`config.mk`:
```
export PLATFORM = sky130hd
export DESIGN_NAME = dmem_arbiter
export DESIGN_NICKNAME = d
export VERILOG_FILES = /design/src/rtl/dmem_arbiter.sv
export SDC_FILE = /design/constraint.sdc
export NUM_CORES = 1
export LEC_CHECK = 0
export ABC_AREA = 1
export CAP_MARGIN = 30
export CORE_ASPECT_RATIO = 1.5
export CORE_UTILIZATION = 33
export CTS_CLUSTER_SIZE = 10
export DETAILED_ROUTE_END_ITERATION = 7
export PLACE_DENSITY = 0.86
export SYNTH_ARGS = -nofsm -noshare
export SYNTH_HDL_FRONTEND = slang
export SYNTH_SLANG_ARGS = --single-unit
export TNS_END_PERCENT = 5
```
`constraint.sdc`:
```
create_clock -name clk -period 2.6 [get_ports clk]
set_input_delay 0.39 -clock clk [delete_from_list [all_inputs] [get_ports clk]]
set_output_delay 0.39 -clock clk [all_outputs]
set_load 0.05 [all_outputs]
```
`src/rtl/dmem_arbiter.sv`:
```
// Data-memory port arbiter: core (MEM stage) vs DMA/debug loader, core priority with starvation-forced DMA slot.
// Optional DMEM_ARB_PERF_EN adds stall_cycles / dma_grants performance counters.
module dmem_arbiter #(
    parameter int DM_ADDRESS = 9,
    parameter int DATA_W     = 32,
    parameter int STARVE_LIM = 4,
    parameter int CNT_W      = 4
) (
    input  logic                  clk,
    input  logic                  reset,
    input  logic                  core_rd,
    input  logic                  core_wr,
    input  logic [DM_ADDRESS-1:0] core_addr,
    input  logic [DATA_W-1:0]     core_wdata,
    input  logic [2:0]            core_func3,
    input  logic                  core_halt,
    output logic                  core_stall,
    output logic [DATA_W-1:0]     core_rdata,
    input  logic                  dma_valid,
    input  logic                  dma_we,
    input  logic [DM_ADDRESS-1:0] dma_addr,
    input  logic [DATA_W-1:0]     dma_wdata,
    output logic                  dma_ready,
    output logic                  dma_rsp_valid,
    output logic [DATA_W-1:0]     dma_rsp_data,
    output logic                  mem_rd,
    output logic                  mem_wr,
    output logic [DM_ADDRESS-1:0] mem_addr,
    output logic [DATA_W-1:0]     mem_wdata,
    output logic [2:0]            mem_func3,
    input  logic [DATA_W-1:0]     mem_rdata
`ifdef DMEM_ARB_PERF_EN
    ,
    output logic [31:0]           stall_cycles,
    output logic [31:0]           dma_grants
`endif
);

    typedef enum logic [1:0] {G_NONE, G_CORE, G_DMA} grant_t;

    localparam logic [CNT_W-1:0] LIM = CNT_W'(STARVE_LIM);

    grant_t            grant_q, grant_d;
    logic [CNT_W-1:0]  starve_cnt;
    logic              core_req;
    logic              forced;
    logic              rsp_vld_q;
    logic [DATA_W-1:0] rsp_dat_q;

    always_ff @(posedge clk) begin
        if (reset) grant_q <= G_NONE;
        else       grant_q <= grant_d;
    end

    // Owner of this cycle is decided combinationally; grant_q only remembers it.
    always_comb begin
        core_req   = core_rd | core_wr;
        // A DMA slot last cycle has already cleared the counter, so the core regains priority.
        forced     = dma_valid && (starve_cnt == LIM) && (grant_q != G_DMA);
        grant_d    = G_NONE;
        mem_rd     = 1'b0;
        mem_wr     = 1'b0;
        mem_addr   = '0;
        mem_wdata  = '0;
        mem_func3  = 3'b000;
        core_rdata = '0;
        core_stall = 1'b0;
        dma_ready  = 1'b0;
        if (reset)                      grant_d = G_NONE;
        else if (core_halt && dma_valid) grant_d = G_DMA;
        else if (forced)                grant_d = G_DMA;
        else if (core_req)              grant_d = G_CORE;
        else if (dma_valid)             grant_d = G_DMA;
        case (grant_d)
            G_CORE: begin
                mem_rd     = core_rd;
                mem_wr     = core_wr;
                mem_addr   = core_addr;
                mem_wdata  = core_wdata;
                mem_func3  = core_func3;
                core_rdata = mem_rdata;
            end
            G_DMA: begin
                mem_rd     = ~dma_we;
                mem_wr     = dma_we;
                mem_addr   = dma_addr;
                mem_wdata  = dma_wdata;
                mem_func3  = 3'b010;
                dma_ready  = 1'b1;
                core_stall = core_req & ~core_halt;
            end
            default: ;
        endcase
    end

    always_ff @(posedge clk) begin
        if (reset) begin
            starve_cnt <= '0;
        end else if (grant_d == G_DMA || !dma_valid) begin
            starve_cnt <= '0;
        end else if (starve_cnt != LIM) begin
            starve_cnt <= starve_cnt + CNT_W'(1);
        end
    end

    always_ff @(posedge clk) begin
        if (reset) begin
            rsp_vld_q <= 1'b0;
            rsp_dat_q <= '0;
        end else begin
            rsp_vld_q <= (grant_d == G_DMA) && !dma_we;
            if (grant_d == G_DMA && !dma_we) rsp_dat_q <= mem_rdata;
        end
    end

    // Gated so a response pending across reset is dropped.
    always_comb begin
        dma_rsp_valid = rsp_vld_q & ~reset;
        dma_rsp_data  = reset ? '0 : rsp_dat_q;
    end

`ifdef DMEM_ARB_PERF_EN
    always_ff @(posedge clk) begin
        if (reset) begin
            stall_cycles <= '0;
            dma_grants   <= '0;
        end else begin
            stall_cycles <= stall_cycles + {31'd0, core_stall};
            dma_grants   <= dma_grants + {31'd0, dma_ready};
        end
    end
`endif

endmodule

```
==> results of run 1 <==
==> layer usage <==
metal / wire [um] / global-route usage, % / part of all wire (%)
met1: 6200 / 30.9 / 32
met2: 9420 / 63.4 / 49
met3: 2080 / 9.61 / 11
met4: 1400 / 27.9 / 7.3
met5: 0 / 0 / 0
==> cells in the mapped netlist (5+ instances only) <==
library cell	count	area share, %
nand3_1	41	7.2
o22a_1	32	9.8
clkbuf_1	11	1.5
dfxtp_1	39	27
inv_1	118	16
buf_2	11	1.9
nor2_1	77	10
buf_6	5	2.0
nand2_1	124	16
==> worst max path at each step <==
stage / startpoint / endpoint / slack, ns / cells after the start
final: starve_cnt[1] / mem_wdata[28] / -0.24 / 14
after global routing: starve_cnt[0] / mem_wdata[18] / -0.30 / 14
after CTS: starve_cnt[1] / mem_wdata[0] / -0.07 / 14
after detailed placement: dma_valid / mem_wdata[0] / -0.27 / 14
after global placement: dma_valid / mem_wdata[13] / -0.13 / 14
after floorplan: starve_cnt[0] / mem_rd / -0.20 / 11
==> logic make-up (layout without fill, tap and decap cells) <==
logic type                 Yosys count  count (layout)  share of synthesized area [%]
adders and majority gates            4               4                           1.76
xor gates and xnor gates             2               2                          0.615
DFF                                 39              39                           27.4
and+or+nand+nor                    252             252                           36.3
AOI/OAI and AO/OA                   40              40                           11.5
buffers and inverters              152             405                           22.4
==> flip-flops by register name, indices dropped and copies added (netlist names) <==
| name | cells |
|---|---|
| starve_cnt | 4 |
| rsp_vld_q | 1 |
| grant_q | 2 |
| rsp_dat_q | 32 |
==> power breakdown <==
part | internal (mW) | switching [mW] | leakage, nW | total (mW)
Clock | 0.408 | 0.232 | 0.0772 | 0.641
Combinational | 0.639 | 0.717 | 3.10 | 1.36
Sequential | 0.622 | 0.00862 | 0.318 | 0.631
==> worst max-delay path: stages (launching register included) <==
cell	delay (ns)
dfxtp_2	0.34
inv_2	0.08
ha_4	0.14
nand2_4	0.06
nor2_4	0.12
nand2_2	0.07
nand2_2	0.09
nand2_2	0.11
ha_4	0.27
buf_12	0.15
buf_12	0.16
nor2_1	0.15
nand3_1	0.14
nand2_2	0.13
buf_12	0.14
==> final cells by class <==
type / instances / area (um2) / area share, %
multi-input combinational: 298 / 1950 / 26.0
timing repair buffer: 276 / 4010 / 53.6
sequential: 39 / 783 / 10.5
inverter: 121 / 458 / 6.11
tap: 107 / 134 / 1.79
clock buffer: 8 / 156 / 2.09
==> what timing repair did <==
item | 4_1_cts | 5_1_grt
setup endpoints to repair | 73 | 72
gates resized for setup | 110 | 74
gates cloned | 4 | 3
hold buffers | 0 | 0
buffers inserted | 10 | 1
endpoints found under the hold margin | 0 | 0
pin swaps | 20 | 37
==> impl_results.md, run 1 <==
* Ant diodes at 0
* Avg Cell Area, Syn at about 5.8 um2
* Dpl ws at -0.270 ns
* Slew HR at 66.1%
* Clk_skew at between 0.007 and 0.008 ns
* IO Port Bufs at between 200 and 250
* Mapped Area at ~2800 um2
* Synth cell types at 24
* Starting DRT DRC Count at around 500
* First-pass GRT wire length at 23600 um
* Dpl cell area at about 6500 um2
* Total GRT Usage at 34.2%
* TNS Setup at -7.46 ns
* Post-route clock period utilization at 109%
* Static leakage at ~3.5 nW
* Power per Cell Area at between 300 and 400 nW/um2
* Area growth, synth to finish at 163%
* Starting Density at between 30% and 40%
* Most used DFF post-synth: dfxtp_1
* Seq cells post-synth at 39
* RR Startpoint: starve_cnt[1]
* EDFF count, synth at 0
* Min-delay src: starve_cnt[1]
* Vias at 4664
* Req. time, crit path at ~2.2 ns
* WL final at roughly 19000 um
* Vias in the first global route at 4648
* Most common cell after layout, fill and taps aside: clkdlybuf4s50_1
* Peak VDD IR at approximately 0.43 mV
* # fillers at 302
* Htree depth at 2
* Global placement routability congestion at roughly 0.84
* Async set or reset register ratio after synthesis at 0%
* Setup Crit Path Kind: flip-flop to output port
* Maximum Capacitance Violations at 0
* Syn Nets at about 620
* Critical Path Source Type: flip-flop
* Placement row count at 41
* CTS Buf Count at 5
* Chip height at roughly 120 um
* Min-delay worst type: flip-flop to flip-flop
* Outcome: complete, but fails checks
* WP data arrival at 2.45 ns
* Clock Pin Slew Worst Setup and Hold Paths at approximately 0.06 ns
* Post-layout worst setup margin at -0.242 ns
* Hold Path Stages at 2
* HPWL Detailed at between 10000 and 15000 um
* Synthesis warning total at 0
* Fin. Hold Viols at 0
* Die area at about 9000 um2
* Clk_lat worst skew at roughly 0.28 ns
* Largest net degree at the start of global routing at 41
* Failing checks: setup timing
* Root buffer cell: clkbuf_16
* Non-Filler Cell Area, Final at 7490 um2
* Worst r2r path cells at 15
* Pre-antenna DRT Iters at 5
* Hold Slack at 0.538 ns
* Layout cell share with drive strength beyond 1 at between 30% and 40%
* Final setup violating endpoints at 46
* Slew of the pin with the lowest slew margin at slightly above 0.5 ns
* Fmax at approximately 350 MHz
* Critical R2R Capture: rsp_dat_q[1]
* Inst Count DP at between 800 and 900
* RSZ-0062 raised after global routing: yes
* Total power at between 2 and 3 mW
* Critical Path Sink Type: output port
* Post-DRT Antenna Nets at 0
* Sequential area share after synthesis at a little over a quarter
* CP max FO at 12
* Via-to-Cell Ratio at 5.49
* Most frequent cells in the layout: 120 x clkdlybuf4s50_1, 119 x buf_12, 114 x inv_1
* Mapped Cells at between 400 and 500
* Die W at roughly 78 um
* Pins over their slew limit at 0
* WHS Endpoint: starve_cnt[1]
* Core Footprint at 8410 um2
* I/O pin cnt at 237
* GR Overflow Total at 0
* Final period demand of the worst path at about 2.8 ns
* Post-layout util at 89.0%
* CTS sink cnt at 39
* Clock buffer depth at 2
* R2R setup slack at around 0.11 ns
* Drt wl/cell at between 20 and 25 um
* Layout Cells excl Fill at 849
* Initial antenna violation count at 0
* # DRC at 0
* TritonCTS clock tree: done
* Nets at approximately 870
(Power assumes the default switching activity.)
==> run 2: changes to the inputs <==
--- a/config.mk
+++ b/config.mk
@@ -6,6 +6,7 @@
 export NUM_CORES = 1
 export LEC_CHECK = 0
 export ABC_AREA = 1
+export ABC_CLOCK_PERIOD_IN_PS = 2600
 export CAP_MARGIN = 30
 export CORE_ASPECT_RATIO = 1.5
 export CORE_UTILIZATION = 33
==> results of run 2 <==
Final layout, timing and power as in run 1 (identical DEF).
==> run 3: changes to the inputs <==
--- a/config.mk
+++ b/config.mk
@@ -8,8 +8,10 @@
 export ABC_AREA = 1
 export ABC_CLOCK_PERIOD_IN_PS = 2600
 export CAP_MARGIN = 30
+export CELL_PAD_IN_SITES_DETAIL_PLACEMENT = 1
+export CELL_PAD_IN_SITES_GLOBAL_PLACEMENT = 1
 export CORE_ASPECT_RATIO = 1.5
-export CORE_UTILIZATION = 33
+export CORE_UTILIZATION = 20
 export CTS_CLUSTER_SIZE = 10
 export DETAILED_ROUTE_END_ITERATION = 7
 export PLACE_DENSITY = 0.86
==> run 3 against run 2 <==
  * The run still ends with setup timing left
  * Sequential cell count is the same
  * Design area decreased by 4.8%
  * Combinational power is 15% lower
  * Register-to-register slack improved by 0.11 ns
  * First-iteration DRC count fell by 85%
  * Utilization is 38 points lower
  * Largest cell class unchanged
  * Final cell count rose by 6.0%
  * Global-route usage down 15 points
==> impl_results.md, run 3 (synthesis gave the netlist of run 1 again) <==
* Outcome: complete, but fails checks
* Failing checks: setup timing
* Req. time, crit path at 2.21 ns (about the same)
* Pre-antenna DRT Iters at 4 (-1)
* WP data arrival at 2.26 ns (-0.19 ns)
* Vias at 3966 (-15%)
* HPWL Detailed at 11000 um (+10%)
* Largest regs: rsp_dat_q x32, starve_cnt x4, grant_q x2
* Drt wl/cell at 15.7 um (-30%)
* Initial antenna violation count at 1 (+1)
* Clock Pin Slew Worst Setup and Hold Paths at 0.06 ns (about the same)
* RSZ-0062 raised after global routing: yes
* Total GRT Usage at 19.0% (-15 points)
* Most frequent cells in the layout: 119 x clkdlybuf4s50_1, 115 x inv_1, 115 x buf_12
* Layout cell share with drive strength beyond 1 at 35.1% (-4.5 points)
* TNS Setup at -0.0565 ns (+7.40 ns)
* First-pass GRT wire length at 21500 um (-8.7%)
* Share of power burned in registers at 25.8% (+1.8 points)
* Largest register by flop count: rsp_dat_q
* Final period demand of the worst path at 2.65 ns (-0.191 ns)
* Post-layout worst setup margin at -0.0510 ns (+0.191 ns)
* Critical Path Source Type: flip-flop
* Die area at 14700 um2 (+63%)
* Most common cell after layout, fill and taps aside: clkdlybuf4s50_1
* I/O pin cnt at 237 (unchanged)
* Critical Path Sink Type: output port
* Nets at 861 (-0.92%)
* Post-CTS Hold Fix Bufs at 0 (unchanged)
* # DRC at 0 (unchanged)
* Htree depth at 2 (unchanged)
* IO Port Bufs at 236 (unchanged)
* Vias in the first global route at 4274 (-8.0%)
* Slew of the pin with the lowest slew margin at 0.454 ns (-0.0544 ns)
* Fmax at 377 MHz (+7.2%)
* Comb pwr share at 47.7% (-3.9 points)
* Power per Cell Area at 342 nW/um2 (-2.4%)
* Maximum Capacitance Violations at 0 (unchanged)
* Largest net degree at the start of global routing at 41 (unchanged)
* # fillers at 1599 (+430%)
* Root buffer cell: clkbuf_16
* Dpl ws at -0.259 ns (+0.0110 ns)
* Setup Crit Path Kind: flip-flop to output port
* Clock buffer depth at 2 (unchanged)
* Min-delay worst type: flip-flop to flip-flop
* CTS Buf Count at 5 (unchanged)
* Via-to-Cell Ratio at 4.41 (-20%)
* Slew HR at 69.8% (+3.6 points)
* CTS sink cnt at 39 (unchanged)
* Multi-input combinational cell area at 1700 um2 (-13%)
* Switch share at 34.5% (-1.9 points)
* CP max FO at 4 (-8)
* Pins over their slew limit at 0 (unchanged)
* Register area at 783 um2 (unchanged)
* TritonCTS clock tree: done
* Clock power share at 26.5% (+2.1 points)
* Clk_skew at 0.00427 ns (-0.00316 ns)
* Post-DRT Antenna Nets at 0 (unchanged)
* Pint at 1.60 mW (-4.3%)
* Switch Pwr at 0.843 mW (-12%)
* Peak VDD IR at 0.292 mV (-31%)
* Die W at 99.4 um (+28%)
* Final setup violating endpoints at 3 (-93%)
* Core Footprint at 13900 um2 (+66%)
* Starting Density at 20.4% (-13 points)
* Largest register FFs at 32 (unchanged)
* Static leakage at 3.36 nW (-3.7%)
* Fin. Hold Viols at 0 (unchanged)
* GR Overflow Total at 0 (unchanged)
* Global placement routability congestion at 0.707 (-16%)
* Area growth, synth to finish at 150%
* Post-route clock period utilization at 102% (-7.3 points)
* WL final at 14100 um (-26%)
* Clk_lat worst skew at 0.28 ns (about the same)
* Starting DRT DRC Count at 75 (-85%)
* Placement row count at 53 (+29%)
* Chip height at 148 um (+28%)
## run 3: changes by cell type in the layout (fill, tap and decap cells not counted), sizes merged
cell,before,now
clkbuf,10,7
clkdlybuf4s50,120,119
dlymetal6s2s,2,1
dlygate4sd2,1,3
buf,151,145
clkinvlp,0,1
diode,0,1
## run 3: timing repair
item | CTS | global route
setup endpoints to repair | 78 | 77
buffers inserted | 4 | 2
gates resized for setup | 62 | 52
gates cloned | 2 | 0
hold endpoints to repair | 0 | 0
pin swaps | 8 | 14
## run 3: cell type report
class,instances,share of cell area [%]
sequential,39,11.0
timing repair buffer,268,53.4
clock buffer,7,2.14
tap,165,2.90
antenna,1,0.0351
multi-input combinational,298,23.9
inverter,121,6.53
clock inverter,1,0.105
## run 3: metrics by stage
step	area, um2	hold WS (ns)	total power [mW]	util [%]	instances
after floorplan	2850	0.474	1.12	-	489
after global placement	6570	0.497	1.72	47.2	883
after detailed placement	6570	0.527	1.74	47.2	883
after CTS	6970	0.601	2.45	50.1	897
after global routing	7130	0.634	2.55	51.2	900
final	7130	0.606	2.44	51.2	900
## run 3: worst max-delay path, stage by stage, from the launching register on
cell and delay (ns):
dfxtp_2 0.33, inv_2 0.08, ha_4 0.14, nand2_4 0.05, nor2_4 0.10, nand2_2 0.07
nand4_1 0.12, inv_2 0.07, ha_4 0.33, inv_4 0.05, nand2_4 0.08, inv_8 0.05
buf_6 0.11, a32o_2 0.24, buf_8 0.15
## run 3: layer usage
| metal | track usage [%] | vias up | part of all wire (%) |
|---|---|---|---|
| li1 | - | 1938 | - |
| met1 | 16.9 | 1833 | 32 |
| met2 | 39.2 | 169 | 59 |
| met3 | 4.18 | 26 | 5.9 |
| met4 | 8.46 | 0 | 3.1 |
| met5 | 0 | - | 0 |
## run 3: worst paths after layout
path	startpoint	endpoint	slack (ns)	cells past startpoint
setup reg to reg	starve_cnt[1]	rsp_dat_q[9]	0.22	14
setup / recovery	starve_cnt[1]	mem_wdata[4]	-0.05	14
hold reg to reg	starve_cnt[3]	starve_cnt[3]	0.61	2
hold / removal	starve_cnt[3]	starve_cnt[3]	0.61	2
## run 3: power by group through the flow
stage	logic [mW]	clock network, mW	registers (mW)
after floorplan	0.478	0	0.640
after global placement	1.08	0	0.640
after detailed placement	1.10	0	0.642
after CTS	1.16	0.664	0.629
after global routing	1.23	0.690	0.631
final	1.16	0.647	0.630
